[config.mk]
export PLATFORM = sky130hd
export DESIGN_NAME = mips_mc_controller
export DESIGN_NICKNAME = d
export VERILOG_FILES = /design/src/rtl/mips_mc_controller.sv
export SDC_FILE = /design/constraint.sdc
export NUM_CORES = 1
export LEC_CHECK = 0
export BUFFER_PORTS_ARGS = -buffer_cell sky130_fd_sc_hd__buf_2
export CORE_MARGIN = 4
export CORE_UTILIZATION = 47
export DETAILED_ROUTE_END_ITERATION = 10
export PLACE_DENSITY = 0.92
export SKIP_LAST_GASP = 1
export SLEW_MARGIN = 20
export SYNTH_ARGS = -nofsm -noshare
export SYNTH_HDL_FRONTEND = slang
export SYNTH_SLANG_ARGS = --single-unit
export TNS_END_PERCENT = 5
[constraint.sdc]
create_clock -name clk -period 3 [get_ports clk]
set_clock_uncertainty 0.15 [all_clocks]
set_input_delay 0 -clock clk [delete_from_list [all_inputs] [get_ports clk]]
set_output_delay 0 -clock clk [all_outputs]
set_load 0.05 [all_outputs]
[src/rtl/mips_mc_controller.sv]
// Multicycle MIPS main controller: Moore state machine for instruction sequencing
// plus the ALU decoder that turns op/funct into the datapath's ALU function code.
module mips_mc_controller #(
  parameter int STATE_W = 4
) (
  input  logic               clk,
  input  logic               reset,
  input  logic [5:0]         op,
  input  logic [5:0]         funct,
  input  logic               zero,
  output logic               pcen,
  output logic               memwrite,
  output logic               irwrite,
  output logic               regwrite,
  output logic               iord,
  output logic               memtoreg,
  output logic               regdst,
  output logic               alusrca,
  output logic [1:0]         alusrcb,
  output logic               immext,
  output logic [1:0]         pcsrc,
  output logic [3:0]         alucontrol,
  output logic               illegal,
  output logic [STATE_W-1:0] state
);

  localparam logic [STATE_W-1:0] FETCH   = STATE_W'(0);
  localparam logic [STATE_W-1:0] DECODE  = STATE_W'(1);
  localparam logic [STATE_W-1:0] MEMADR  = STATE_W'(2);
  localparam logic [STATE_W-1:0] MEMRD   = STATE_W'(3);
  localparam logic [STATE_W-1:0] MEMWB   = STATE_W'(4);
  localparam logic [STATE_W-1:0] MEMWR   = STATE_W'(5);
  localparam logic [STATE_W-1:0] RTYPEEX = STATE_W'(6);
  localparam logic [STATE_W-1:0] RTYPEWB = STATE_W'(7);
  localparam logic [STATE_W-1:0] BEQEX   = STATE_W'(8);
  localparam logic [STATE_W-1:0] IMMEX   = STATE_W'(9);
  localparam logic [STATE_W-1:0] IMMWB   = STATE_W'(10);
  localparam logic [STATE_W-1:0] JEX     = STATE_W'(11);

  localparam logic [5:0] OP_R    = 6'b000000;
  localparam logic [5:0] OP_LW   = 6'b100011;
  localparam logic [5:0] OP_SW   = 6'b101011;
  localparam logic [5:0] OP_BEQ  = 6'b000100;
  localparam logic [5:0] OP_BNE  = 6'b000101;
  localparam logic [5:0] OP_ADDI = 6'b001000;
  localparam logic [5:0] OP_ANDI = 6'b001100;
  localparam logic [5:0] OP_ORI  = 6'b001101;
  localparam logic [5:0] OP_J    = 6'b000010;

  localparam logic [3:0] ALU_AND = 4'b0000;
  localparam logic [3:0] ALU_OR  = 4'b0001;
  localparam logic [3:0] ALU_ADD = 4'b0010;
  localparam logic [3:0] ALU_SUB = 4'b0110;
  localparam logic [3:0] ALU_SLT = 4'b0111;

  logic [STATE_W-1:0] next_state;
  logic               pcwrite;
  logic               branch;
  logic               bne;
  logic               funct_ok;
  logic [3:0]         funct_alu;

  // R-type funct decode; funct_ok gates entry to RTYPEEX from DECODE.
  always_comb begin
    funct_ok  = 1'b1;
    funct_alu = ALU_ADD;
    case (funct)
      6'b100000: funct_alu = ALU_ADD;
      6'b100010: funct_alu = ALU_SUB;
      6'b100100: funct_alu = ALU_AND;
      6'b100101: funct_alu = ALU_OR;
      6'b101010: funct_alu = ALU_SLT;
      default:   funct_ok  = 1'b0;
    endcase
  end

  always_ff @(posedge clk or posedge reset) begin
    if (reset) state <= FETCH;
    else       state <= next_state;
  end

  always_comb begin
    next_state = FETCH;
    pcwrite    = 1'b0;
    branch     = 1'b0;
    bne        = 1'b0;
    memwrite   = 1'b0;
    irwrite    = 1'b0;
    regwrite   = 1'b0;
    iord       = 1'b0;
    memtoreg   = 1'b0;
    regdst     = 1'b0;
    alusrca    = 1'b0;
    alusrcb    = 2'b00;
    immext     = 1'b0;
    pcsrc      = 2'b00;
    alucontrol = ALU_AND;
    illegal    = 1'b0;
    case (state)
      FETCH: begin
        alusrcb    = 2'b01;
        alucontrol = ALU_ADD;
        irwrite    = 1'b1;
        pcwrite    = 1'b1;
        next_state = DECODE;
      end
      DECODE: begin
        // ALU precomputes the branch target into ALUOut while op is decoded.
        alusrcb    = 2'b11;
        alucontrol = ALU_ADD;
        case (op)
          OP_LW, OP_SW:            next_state = MEMADR;
          OP_BEQ, OP_BNE:          next_state = BEQEX;
          OP_ADDI, OP_ANDI, OP_ORI: next_state = IMMEX;
          OP_J:                    next_state = JEX;
          OP_R: begin
            if (funct_ok) next_state = RTYPEEX;
            else          illegal    = 1'b1;
          end
          default:                 illegal    = 1'b1;
        endcase
      end
      MEMADR: begin
        alusrca    = 1'b1;
        alusrcb    = 2'b10;
        alucontrol = ALU_ADD;
        next_state = (op == OP_LW) ? MEMRD : MEMWR;
      end
      MEMRD: begin
        iord       = 1'b1;
        next_state = MEMWB;
      end
      MEMWB: begin
        memtoreg   = 1'b1;
        regwrite   = 1'b1;
      end
      MEMWR: begin
        iord       = 1'b1;
        memwrite   = 1'b1;
      end
      RTYPEEX: begin
        alusrca    = 1'b1;
        alucontrol = funct_alu;
        next_state = RTYPEWB;
      end
      RTYPEWB: begin
        regdst     = 1'b1;
        regwrite   = 1'b1;
      end
      BEQEX: begin
        alusrca    = 1'b1;
        alucontrol = ALU_SUB;
        pcsrc      = 2'b01;
        branch     = 1'b1;
        bne        = (op == OP_BNE);
      end
      IMMEX: begin
        alusrca    = 1'b1;
        alusrcb    = 2'b10;
        next_state = IMMWB;
        case (op)
          OP_ANDI: begin alucontrol = ALU_AND; immext = 1'b1; end
          OP_ORI:  begin alucontrol = ALU_OR;  immext = 1'b1; end
          default: alucontrol = ALU_ADD;
        endcase
      end
      IMMWB: begin
        regwrite   = 1'b1;
      end
      JEX: begin
        pcsrc      = 2'b10;
        pcwrite    = 1'b1;
      end
      default: next_state = FETCH;
    endcase
  end

  assign pcen = pcwrite | (branch & (zero ^ bne));

endmodule

Word-level counts from Yosys, hierarchy flattened --
Cells that the tools add are included.
Operators by class: equality and inequality tests 24, muxes and demuxes 25, bitwise operators 3, reduce and logical (&&, ||, !) cells 14
Operators with widths (number):
- == test 6 bit (second input constant) | 7
- one-hot mux 4 bit (6 select lines) | 1
- one-hot mux 4 bit (5 select lines) | 1
- == test 6 x 4 -> 1 bit (second input constant) | 3
- == test 4 x 3 -> 1 bit (second input constant) | 4
- == test 4 bit (second input constant) | 4
- one-hot mux 4 bit (4 select lines) | 1
- 2-to-1 mux 1 bit | 15
- == test 6 x 3 -> 1 bit (second input constant) | 2
- one-hot mux 3 bit (4 select lines) | 1
- OR reduction 2 bit | 6
- OR reduction 3 bit | 3
- == test 4 x 2 -> 1 bit (second input constant) | 2
- one-hot mux 2 bit (2 select lines) | 2
- OR reduction 8 bit | 1
- == test 6 x 2 -> 1 bit (second input constant) | 1
- zero test 6 bit | 1
- 2-to-1 mux 3 bit | 2
- one-hot mux 2 bit (3 select lines) | 1
- OR reduction 5 bit | 1
- == test 4 x 1 -> 1 bit (second input constant) | 1
- zero test 4 bit | 1
- OR reduction 4 bit | 1
- one-hot mux 1 bit (2 select lines) | 1
- 3 further kinds | 3
Storage, ports and cells: bits in registers 4, output and inout port bits 22

Depth between registers and ports, before layout --
Gate-level depths: netlist of the first run.
depth after elaboration 6, depth in mapped cells 5, depth with buffers taken out 4

Worst setup path after synthesis of the first run --
OpenSTA, ideal clock, no wires.
kind reg-to-output, start register state[1], end output alucontrol[0], arrival 2.759 ns, required time 2.850 ns, path slack 0.091 ns, stages on the path, launching flop included 5, buffers on the path 1, cells stage by stage dfrtp_1 -> buf_2 -> nand2b_1 -> nor3_1 -> a22o_1
Between the ends: cells in the longest elaborated chain, start to end 3, elaborated cells on any way between the ends 8
Ends and longest elaborated chain:
- start: declaration | line 24 | output logic [STATE_W-1:0] state
- start signal: assignment | line 79 | else state <= next_state;
- == test 4 x 1 -> 1 bit, or another cell as far along | line 99 | case (state)
- OR reduction 3 bit (no source line)
- one-hot mux 4 bit (4 select lines) * | line 99
- end: declaration | line 22 | output logic [3:0] alucontrol,
Every way passes the cells marked *; elsewhere a longest branch is shown, timed or not.

Worst setup path after layout of the first run --
start register state[1], end output alusrcb[1]
Between the ends: cells in the longest elaborated chain, start to end 3, elaborated cells on any way between the ends 6
Ends and longest elaborated chain:
- == test 4 bit or == test 4 x 2 -> 1 bit (tied branches) | line 99
- OR reduction 2 bit (no source line)
- one-hot mux 2 bit (3 select lines) * | line 99
- end: declaration | line 19 | output logic [1:0] alusrcb,
Marks and branches as above.

==> reports/summary.txt, run 1 <==
crit path cell chain -> nand2b_1, or2_2, a21oi_1, buf_2
crit path kind -> reg2out
Std-Cell Rows -> 13
Total Wirelength -> 1.893 mm
Net count, final -> 139
Worst Hold Slack -> 0.06520 ns
area leader, netlist -> dfrtp_1
die width -> 45.95 um
Net Sw Frac -> 65.42%
crit path DAT -> 1.91 ns
Net Count, Synth -> 105
Critical path buffers and inverters -> 1
highest-delay cell along the critical path -> dfrtp_1
largest net degree at the start of global routing -> 21
clock share of power -> 9.4%
Vias/cell -> 5.861
Die ar. -> 2111 um^2
CTS tree -> built
H-tree depth -> 1
Die Ht -> 45.95 um
initial antenna violation count -> 0
Mapped Cells -> 90
number of port buffers -> 35
RSZ-0062 raised after global routing -> no
most frequent cells in the layout -> buf_2, nor2_1, nor3_1, nand2b_1
kind of cell adding the most delay to the critical path -> flip-flops
Comb pwr share -> 71.8%
clk_lat worst skew -> 0.23 ns
First DRT Iteration DRCs -> 34
max incr delay on CP -> 0.70 ns
first-pass GRT wire length -> 2.973 mm
n_diodes -> 0
CTS max path bufs -> 2
setup slack on the worst flop-to-flop path -> 1.28 ns
critical path peak fanout -> 20
most common cell after layout, fill and taps aside -> buf_2
# setup viols final -> 0
Required @ worst endpoint -> 2.85 ns
final hold viol count -> 0
Top reg by flops -> state
core area -> 1334 um^2
vias in the first global route -> 679
Post-CTS Setup Repair Bufs -> 0
Initial Util -> 50.75%
share of layout cells above drive strength 1 -> 38.52%
GPL Wtd Cong -> 0.8512
Final Slew Violations -> 0
GRT Overall Usage -> 19.15%
mapped cell area -> 676.9 um^2
internal power -> 0.2375 mW
P_leak -> 0.3704 nW
Sink Count -> 4
Yosys cell types -> 40
Critical Path Source Type -> flip-flop
root buf cell -> clkbuf_4
post-synth top area share -> 14.79%
routed len/inst -> 13.82 um
clock slew at reported path FFs -> 0.03 ns
Tightest Hold Check Type -> in2reg
Worst Setup End Kind -> primary output
global route total overflow -> 0
YS warnings -> 0
crit path time final -> 2.059 ns
Max VDD drop -> 0.3482 mV
outcome -> complete, no violations
final setup TNS -> 0 ns
FMAX -> 485.8 MHz
top post-synthesis cells by area -> dfrtp_1, a2111oi_4, nand2b_1
Switch Pwr -> 0.4493 mW
Reg power frac -> 18.8%
I/O pins -> 37
biggest regs -> state (4)
Synth Area per Inst -> 7.521 um^2
worst-margin pin slew -> 0.5851 ns
max_cap viols -> 0
#FFs+latches synth -> 4
Detail Placement HPWL -> 1.457 mm
Post-route DRC -> 0
Slew headroom -> 61.00%
P&R area growth vs syn -> 27.73%
Largest register FFs -> 4
power density over the cells -> 794.3 nW/um^2
CTS buffer count -> 3
final worst-path cycle share -> 68.62%
Antenna Nets Post-Route -> 0
via count -> 803
drt pass-1 iters -> 4
fraction of the yosys area taken by sequential cells -> 14.79%
cell type report:
class	instances	area, um^2
fillers	121	469.2
well taps	15	18.77
clock buffers	3	22.52
multi-input cells	76	526.8
inverters	3	11.26
repair buffers	36	185.2
flip-flops and latches	4	100.1
final timing paths:
kind | startpoint | endpoint | cells after the start
worst max-delay path | state[1] | alusrcb[1] | 4
worst min-delay path | op[1] | state[3] | 3
worst max register to register | state[1] | state[1] | 4
worst min register to register | state[3] | state[2] | 1
max in group asynchronous | reset | state[1] | 3
min in group asynchronous | reset | state[3] | 3
logic make-up (layout without fill, tap and decap cells):
logic type / Yosys count / count (layout) / share of synthesized area (%)
buf+inv: 10 / 42 / 7.394
other cells: 1 / 1 / 0.5540
flops: 4 / 4 / 14.79
xor+xnor: 2 / 2 / 2.588
compound gates: 23 / 23 / 31.42
simple gates: 50 / 50 / 43.26
power by group through the flow:
stage	Sequential (mW)	Clock, mW	Combinational [mW]
floorplan	0.133	0	0.383
global placement	0.125	0	0.486
detailed placement	0.127	0	0.492
CTS	0.127	0.0659	0.494
global route	0.135	0.0687	0.521
finish	0.129	0.0645	0.493
synthesized netlist by cell type, drive strengths merged:
library cell / count
buf: 5
nor2b: 5
and3b: 1
o21a: 1
nor3b: 3
xor2: 1
inv: 3
nor2: 10
a221oi: 1
nand3: 4
o21ai: 3
conb: 1
a21boi: 1
a31oi: 2
nor3: 6
or3: 2
a2111oi: 3
nand4b: 2
o311ai: 1
xnor2: 1
a21oi: 6
nor4b: 2
and4: 1
nor4: 2
or2: 2
a311oi: 1
dfrtp: 4
clkbuf: 2
o211ai: 1
a22o: 2
a222oi: 1
nand2b: 6
nand2: 4
through the flow:
step / cells / util (%) / area (um^2) / power [mW] / setup WS (ns)
floorplan: 90 / - / 676.9 / 0.5156 / 0.09082
global placement: 133 / 62.38 / 832.0 / 0.6111 / 1.276
detailed placement: 133 / 62.38 / 832.0 / 0.6191 / 1.216
CTS: 137 / 64.82 / 864.6 / 0.6868 / 0.9646
global route: 137 / 64.82 / 864.6 / 0.7248 / 0.8302
finish: 137 / 64.82 / 864.6 / 0.6868 / 0.9414
worst min-delay path: cells and delay by family:
family	cells	cell delay, ns
compound gates	2	0.26
buf+inv	1	0.13
layer usage:
layer	global-route usage [%]	wire, um	vias to the layer above
li1	-	-	402
met1	24.47	801	355
met2	30.49	859	42
met3	3.162	190	4
met4	9.659	42	0
met5	0	0	-
timing repair:
| action | in CTS | in global routing |
|---|---|---|
| hold endpoints to repair | 4 | 0 |
| gates resized for setup | 0 | 0 |
| hold buffers | 1 | 0 |
Power figures use the tool's default switching activity.
==> run 2, diff against run 1 <==
--- a/config.mk
+++ b/config.mk
@@ -5,11 +5,12 @@
 export SDC_FILE = /design/constraint.sdc
 export NUM_CORES = 1
 export LEC_CHECK = 0
+export ABC_AREA = 1
 export BUFFER_PORTS_ARGS = -buffer_cell sky130_fd_sc_hd__buf_2
 export CORE_MARGIN = 4
-export CORE_UTILIZATION = 47
+export CORE_UTILIZATION = 42
 export DETAILED_ROUTE_END_ITERATION = 10
-export PLACE_DENSITY = 0.92
+export PLACE_DENSITY = 0.86
 export SKIP_LAST_GASP = 1
 export SLEW_MARGIN = 20
 export SYNTH_ARGS = -nofsm -noshare
==> constraint.sdc (replaced) <==
create_clock -name clk -period 2.1 [get_ports clk]
set_clock_uncertainty 0.15 [all_clocks]
set_input_delay 0 -clock clk [delete_from_list [all_inputs] [get_ports clk]]
set_output_delay 0 -clock clk [all_outputs]
set_load 0.05 [all_outputs]
==> run 2 against run 1 <==
Sequential share of layout area is 0.15 points higher; register-to-register slack worse by 0.48 ns; global-route usage is 1.5 points lower; critical endpoint is now alucontrol[0]; sequential cell count stayed put; synthesized area is 8.1% lower; first-iteration DRC count is 41% lower; clock power is 49% higher; die area is 2.3% higher; largest cell class unchanged.
==> reports/summary.txt, run 2 <==
outcome -> complete, no violations
crit-path most repeated cell -> nand2_1
first-pass GRT wire length -> 2.760 mm
core area -> 1350 um^2
total power of the final layout -> 1.091 mW
vias in the first global route -> 705
post-cts sizing count -> 0
root buf cell -> clkbuf_4
Final Slew Violations -> 0
#FFs+latches synth -> 4
Switch Pwr -> 0.7472 mW
Largest register FFs -> 4
Final Core Density -> 63.21%
Die Ht -> 46.48 um
Required @ worst endpoint -> 1.95 ns
fraction of the yosys area taken by sequential cells -> 16.10%
M2 GR Usage -> 30.77%
Post-route DRC -> 0
Worst Hold Slack -> 0.03899 ns
crit path time final -> 1.713 ns
top-count cell post-synth -> nor2_1
Mapped Cells -> 122
setup slack after layout -> 0.3865 ns
Post-CTS Setup Repair Bufs -> 0
critical path peak fanout -> 6
dpl ws -> 0.6199 ns
area leader, netlist -> nor2_1
# hold bufs at CTS -> 1
Post-synth top flop -> dfrtp_1
final hold viol count -> 0
P&R area growth vs syn -> 37.22%
top post-synthesis cells by area -> nor2_1, nand2_1, dfrtp_1
Net Sw Frac -> 68.46%
clock slew at reported path FFs -> 0.03 ns
final worst-path cycle share -> 81.59%
YS warnings -> 0
most frequent cells in the layout -> buf_2, nand2_1, inv_1, nor2_1, nand3_1
RR Startpoint -> state[2]
Max VDD drop -> 0.4764 mV
drt pass-1 iters -> 4
H-tree depth -> 1
biggest regs -> state (4)
Critical path buffers and inverters -> 3
crit path cell chain -> inv_1, nand2_1, nor2_4, inv_1, nor2_2, nand2_1, nand2_1, buf_2
post-synth top area share -> 17.51%
highest-delay cell along the critical path -> dfrtp_1
max incr delay on CP -> 0.41 ns
global routing met3 resource utilization -> 5.859%
power density over the cells -> 1279 nW/um^2
via count -> 866
R2R depth -> 7
Net Count, Synth -> 137
routing usage on met1 -> 20.79%
global route total overflow -> 0
CTS tree -> built
GPL Wtd Cong -> 0.8445
CTS max path bufs -> 2
Sink Count -> 4
Vias/cell -> 4.949
P_leak -> 0.5571 nW
initial antenna violation count -> 0
# setup viols final -> 0
setup slack on the worst flop-to-flop path -> 0.80 ns
First DRT Iteration DRCs -> 20
final setup TNS -> 0 ns
Hold Crit Endpoint -> state[2]
crit path kind -> reg2out
crit path DAT -> 1.56 ns
max_cap viols -> 0
global route hottest layer -> met2
Synth Area per Inst -> 5.097 um^2
RSZ-0062 raised after global routing -> no
Top reg by flops -> state
FMAX -> 583.6 MHz
CTS buffer count -> 3
clock share of power -> 8.8%
largest net degree at the start of global routing -> 8
Net count, final -> 177
Die ar. -> 2160 um^2
Post-synth EDFFs -> 0
Comb pwr share -> 79.3%
Total Wirelength -> 1.755 mm
RR Endpoint -> state[1]
Tightest Hold Check Type -> in2reg
I/O pins -> 37
die width -> 46.48 um
Worst Setup End Kind -> primary output
most common cell after layout, fill and taps aside -> buf_2
clk_lat worst skew -> 0.24 ns
top cells by count, synth -> nor2_1, nand2_1, inv_1
Critical Path Source Type -> flip-flop
WHS Path Cells -> 5
Post-synth ARST share -> 100.0%
internal power -> 0.3443 mW
Antenna Nets Post-Route -> 0
routed len/inst -> 10.03 um
Initial Util -> 46.06%
Detail Placement HPWL -> 1.447 mm
Std-Cell Rows -> 13
Hold Startpoint -> op[4]
Reg power frac -> 11.9%
GRT Overall Usage -> 17.64%
Yosys cell types -> 20
kind of cell adding the most delay to the critical path -> simple AND/OR/NAND/NOR gates
share of layout cells above drive strength 1 -> 30.63%
n_diodes -> 0
number of port buffers -> 35
mapped cell area -> 621.8 um^2
run 2: area by class of cell:
class                           instances  area [um^2]
Clock buffer                            3        22.52
Fill cell                             146        496.7
Inverter                               26        97.59
Multi-Input combinational cell         91        429.2
Sequential cell                         4        100.1
Tap cell                               15        18.77
Timing Repair Buffer                   36        185.2
run 2: how the worst max path moves through the flow:
stage | startpoint | endpoint | slack (ns) | depth (start not counted)
after floorplan | state[3] | regwrite | -0.12 | 2
after global placement | state[2] | alucontrol[0] | 0.61 | 8
final | state[2] | alucontrol[0] | 0.39 | 8
after detailed placement | state[2] | alucontrol[0] | 0.62 | 8
after CTS | state[2] | alucontrol[0] | 0.37 | 8
after global routing | state[2] | alucontrol[0] | 0.24 | 8
run 2: worst register-to-register path: cells and delay by family, from the launching register on:
family,cells,cell delay [ns]
buffers and inverters,1,0.06
AND/OR/NAND/NOR,5,0.54
AO/OA/AOI/OAI,1,0.07
flip-flops,1,0.39
run 2: cell families (layout without fill, tap and decap cells):
logic type / Yosys count / count (layout) / share of synthesized area, %
compound gates: 12 / 12 / 10.66
buf+inv: 27 / 65 / 16.90
flops: 4 / 4 / 16.10
other cells: 1 / 1 / 0.6030
simple gates: 78 / 78 / 55.74
run 2: power by group through the flow:
stage,Combinational (mW),Sequential (mW),Clock [mW]
after detailed placement,0.866,0.131,0
after global routing,0.920,0.136,0.106
after floorplan,0.614,0.204,0
after global placement,0.861,0.129,0
after CTS,0.870,0.129,0.0994
final,0.866,0.130,0.0961
run 2: through the flow:
step | cells | area (um^2)
5_1_grt | 175 | 853.3
3_3_place_gp | 171 | 820.8
2_1_floorplan | 122 | 634.4
6_report | 175 | 853.3
4_1_cts | 175 | 853.3
3_5_place_dp | 171 | 820.8
run 2: metal layers:
layer	vias to the layer above	share of wire, %
met4	0	0
met2	35	49
met1	384	41
met5	-	0
li1	447	-
met3	0	9.2
==> run 3, diff against run 2 <==
==> constraint.sdc (replaced) <==
create_clock -name clk -period 1.76 [get_ports clk]
set_clock_uncertainty 0.15 [all_clocks]
set_input_delay 0 -clock clk [delete_from_list [all_inputs] [get_ports clk]]
set_output_delay 0 -clock clk [all_outputs]
set_load 0.05 [all_outputs]
==> run 3 against run 2 <==
Global-route usage is the same; critical endpoint is now pcen; largest cell class unchanged; sequential share of layout area decreased by 0.38 points; utilization is 2.1 points higher; via count increased by 0.23%; register-to-register slack lost 0.41 ns; clock-buffer cell count did not move.
==> reports/summary.txt, run 3 (same netlist as run 2, synthesis figures left out) <==
critical path peak fanout -> 4
footprint of the multi-input gates -> 452.9 um^2
via count -> 868
Worst Setup SP -> state[3]
Die ar. -> 2160 um^2
vias in the first global route -> 772
First DRT Iteration DRCs -> 17
max_cap viols -> 0
crit path cell chain -> nor2_1, inv_1, nor2_2, nor2_1, nand2_1, buf_2
outcome -> complete, no violations
Tightest Hold Check Type -> in2reg
Net count, final -> 177
power density over the cells -> 1528 nW/um^2
most frequent cells in the layout -> buf_2, inv_1, nand2_1, nor2_1, nand3_1
biggest regs -> state (4)
wire length on met3 -> 129 um
I/O pins -> 37
final worst-path cycle share -> 96.79%
share of layout cells above drive strength 1 -> 32.50%
Die Ht -> 46.48 um
Top reg by flops -> state
initial antenna violation count -> 0
placed insts -> 171
FMAX -> 587.1 MHz
Max VDD drop -> 0.7205 mV
CTS tree -> built
P&R area growth vs syn -> 41.85%
metal2 WL -> 923 um
CTS max path bufs -> 2
largest net degree at the start of global routing -> 8
Hold Startpoint -> op[4]
Critical path buffers and inverters -> 2
Post-Layout Cell Count -> 175
RR Startpoint -> state[3]
Post-route DRC -> 0
Std-Cell Rows -> 13
crit path kind -> reg2out
H-tree depth -> 1
Initial Util -> 46.06%
clock slew at reported path FFs -> 0.04 ns
Required @ worst endpoint -> 1.61 ns
Antenna Nets Post-Route -> 0
CTS buffer count -> 3
GRT Overall Usage -> 17.64%
first-pass GRT wire length -> 2.835 mm
Detail Placement HPWL -> 1.534 mm
crit path DAT -> 1.55 ns
# setup viols final -> 0
final hold viol count -> 0
P_leak -> 0.5607 nW
number of port buffers -> 35
n_diodes -> 0
Final Slew Violations -> 0
RSZ-0062 raised after global routing -> yes
crit-path most repeated cell -> nor2_1
global route total overflow -> 0
WL met1 -> 699 um
GPL Wtd Cong -> 0.8889
Critical Path Source Type -> flip-flop
Largest register FFs -> 4
register area -> 100.1 um^2
root buf cell -> clkbuf_4
final setup TNS -> 0 ns
Worst Hold Slack -> 0.03217 ns
drt pass-1 iters -> 4
die width -> 46.48 um
Worst Setup End Kind -> primary output
Total Wirelength -> 1.784 mm
highest routed layer -> met4
most common cell after layout, fill and taps aside -> buf_2
clk_lat worst skew -> 0.23 ns
crit path time final -> 1.703 ns
kind of cell adding the most delay to the critical path -> simple AND/OR/NAND/NOR gates
Sink Count -> 4
highest-delay cell along the critical path -> dfrtp_1
max incr delay on CP -> 0.40 ns
core area -> 1350 um^2
routed len/inst -> 10.19 um
Vias/cell -> 4.960
# fillers -> 117
-- run 3: cell types whose count changed in the layout (fill, tap and decap cells not counted), moves of 2 or more --
| cell | change |
|---|---|
| o21ai_0 | -4 |
| nor2_2 | -3 |
| nor2_4 | +3 |
| o21ai_1 | +3 |
| buf_2 | -2 |
| nand2_1 | -2 |
| nand2_2 | +2 |
-- run 3: what timing repair did --
item,CTS,global route
setup buffers,0,0
endpoints found under the setup margin,0,3
hold endpoints to repair,4,0
resized for setup,0,6
hold buffers,1,0
-- run 3: final timing paths --
check,cells after the start,slack [ns],end
worst max-delay path,6,0.06,pcen
worst min-delay path,5,0.03,state[2]
worst max register to register,7,0.39,state[2]
worst min register to register,3,0.57,state[0]
max in group asynchronous,3,1.27,state[0]
min in group asynchronous,3,0.04,state[3]
-- run 3: worst register-to-register path, delay by kind of cell (launching register included) --
| kind | cells | cell delay [ns] |
|---|---|---|
| and+or+nand+nor | 3 | 0.42 |
| DFF | 1 | 0.40 |
| buffers and inverters | 2 | 0.17 |
| AOI/OAI and AO/OA | 2 | 0.17 |
-- run 3: stage by stage --
step	area [um^2]	power [mW]	util [%]	worst slack, ns
after floorplan	648.1	0.9931	-	-0.3375
after global placement	834.6	1.205	61.82	0.2890
after detailed placement	834.6	1.216	61.82	0.2485
after CTS	867.1	1.330	64.23	0.0008011
after global routing	882.1	1.422	65.34	-0.01443
final	882.1	1.348	65.34	0.05657
-- run 3: final cells by class --
cell class / instances / area share, %
repair buffers: 36 / 21.56
flip-flops and latches: 4 / 11.35
inverters: 26 / 11.06
multi-input cells: 91 / 51.35
well taps: 15 / 2.128
clock buffers: 3 / 2.553
-- run 3: layer usage --
metal / global-route usage [%] / vias to the layer above
met1: 20.09 / 373
met5: 0 / -
li1: - / 452
met2: 32.14 / 37
met4: 7.386 / 0
met3: 2.344 / 6
-- run 3: power by group --
part	internal [mW]	switching [mW]	total [mW]
Sequential	0.119	0.0363	0.156
Clock	0.0759	0.0332	0.109
Combinational	0.233	0.850	1.08
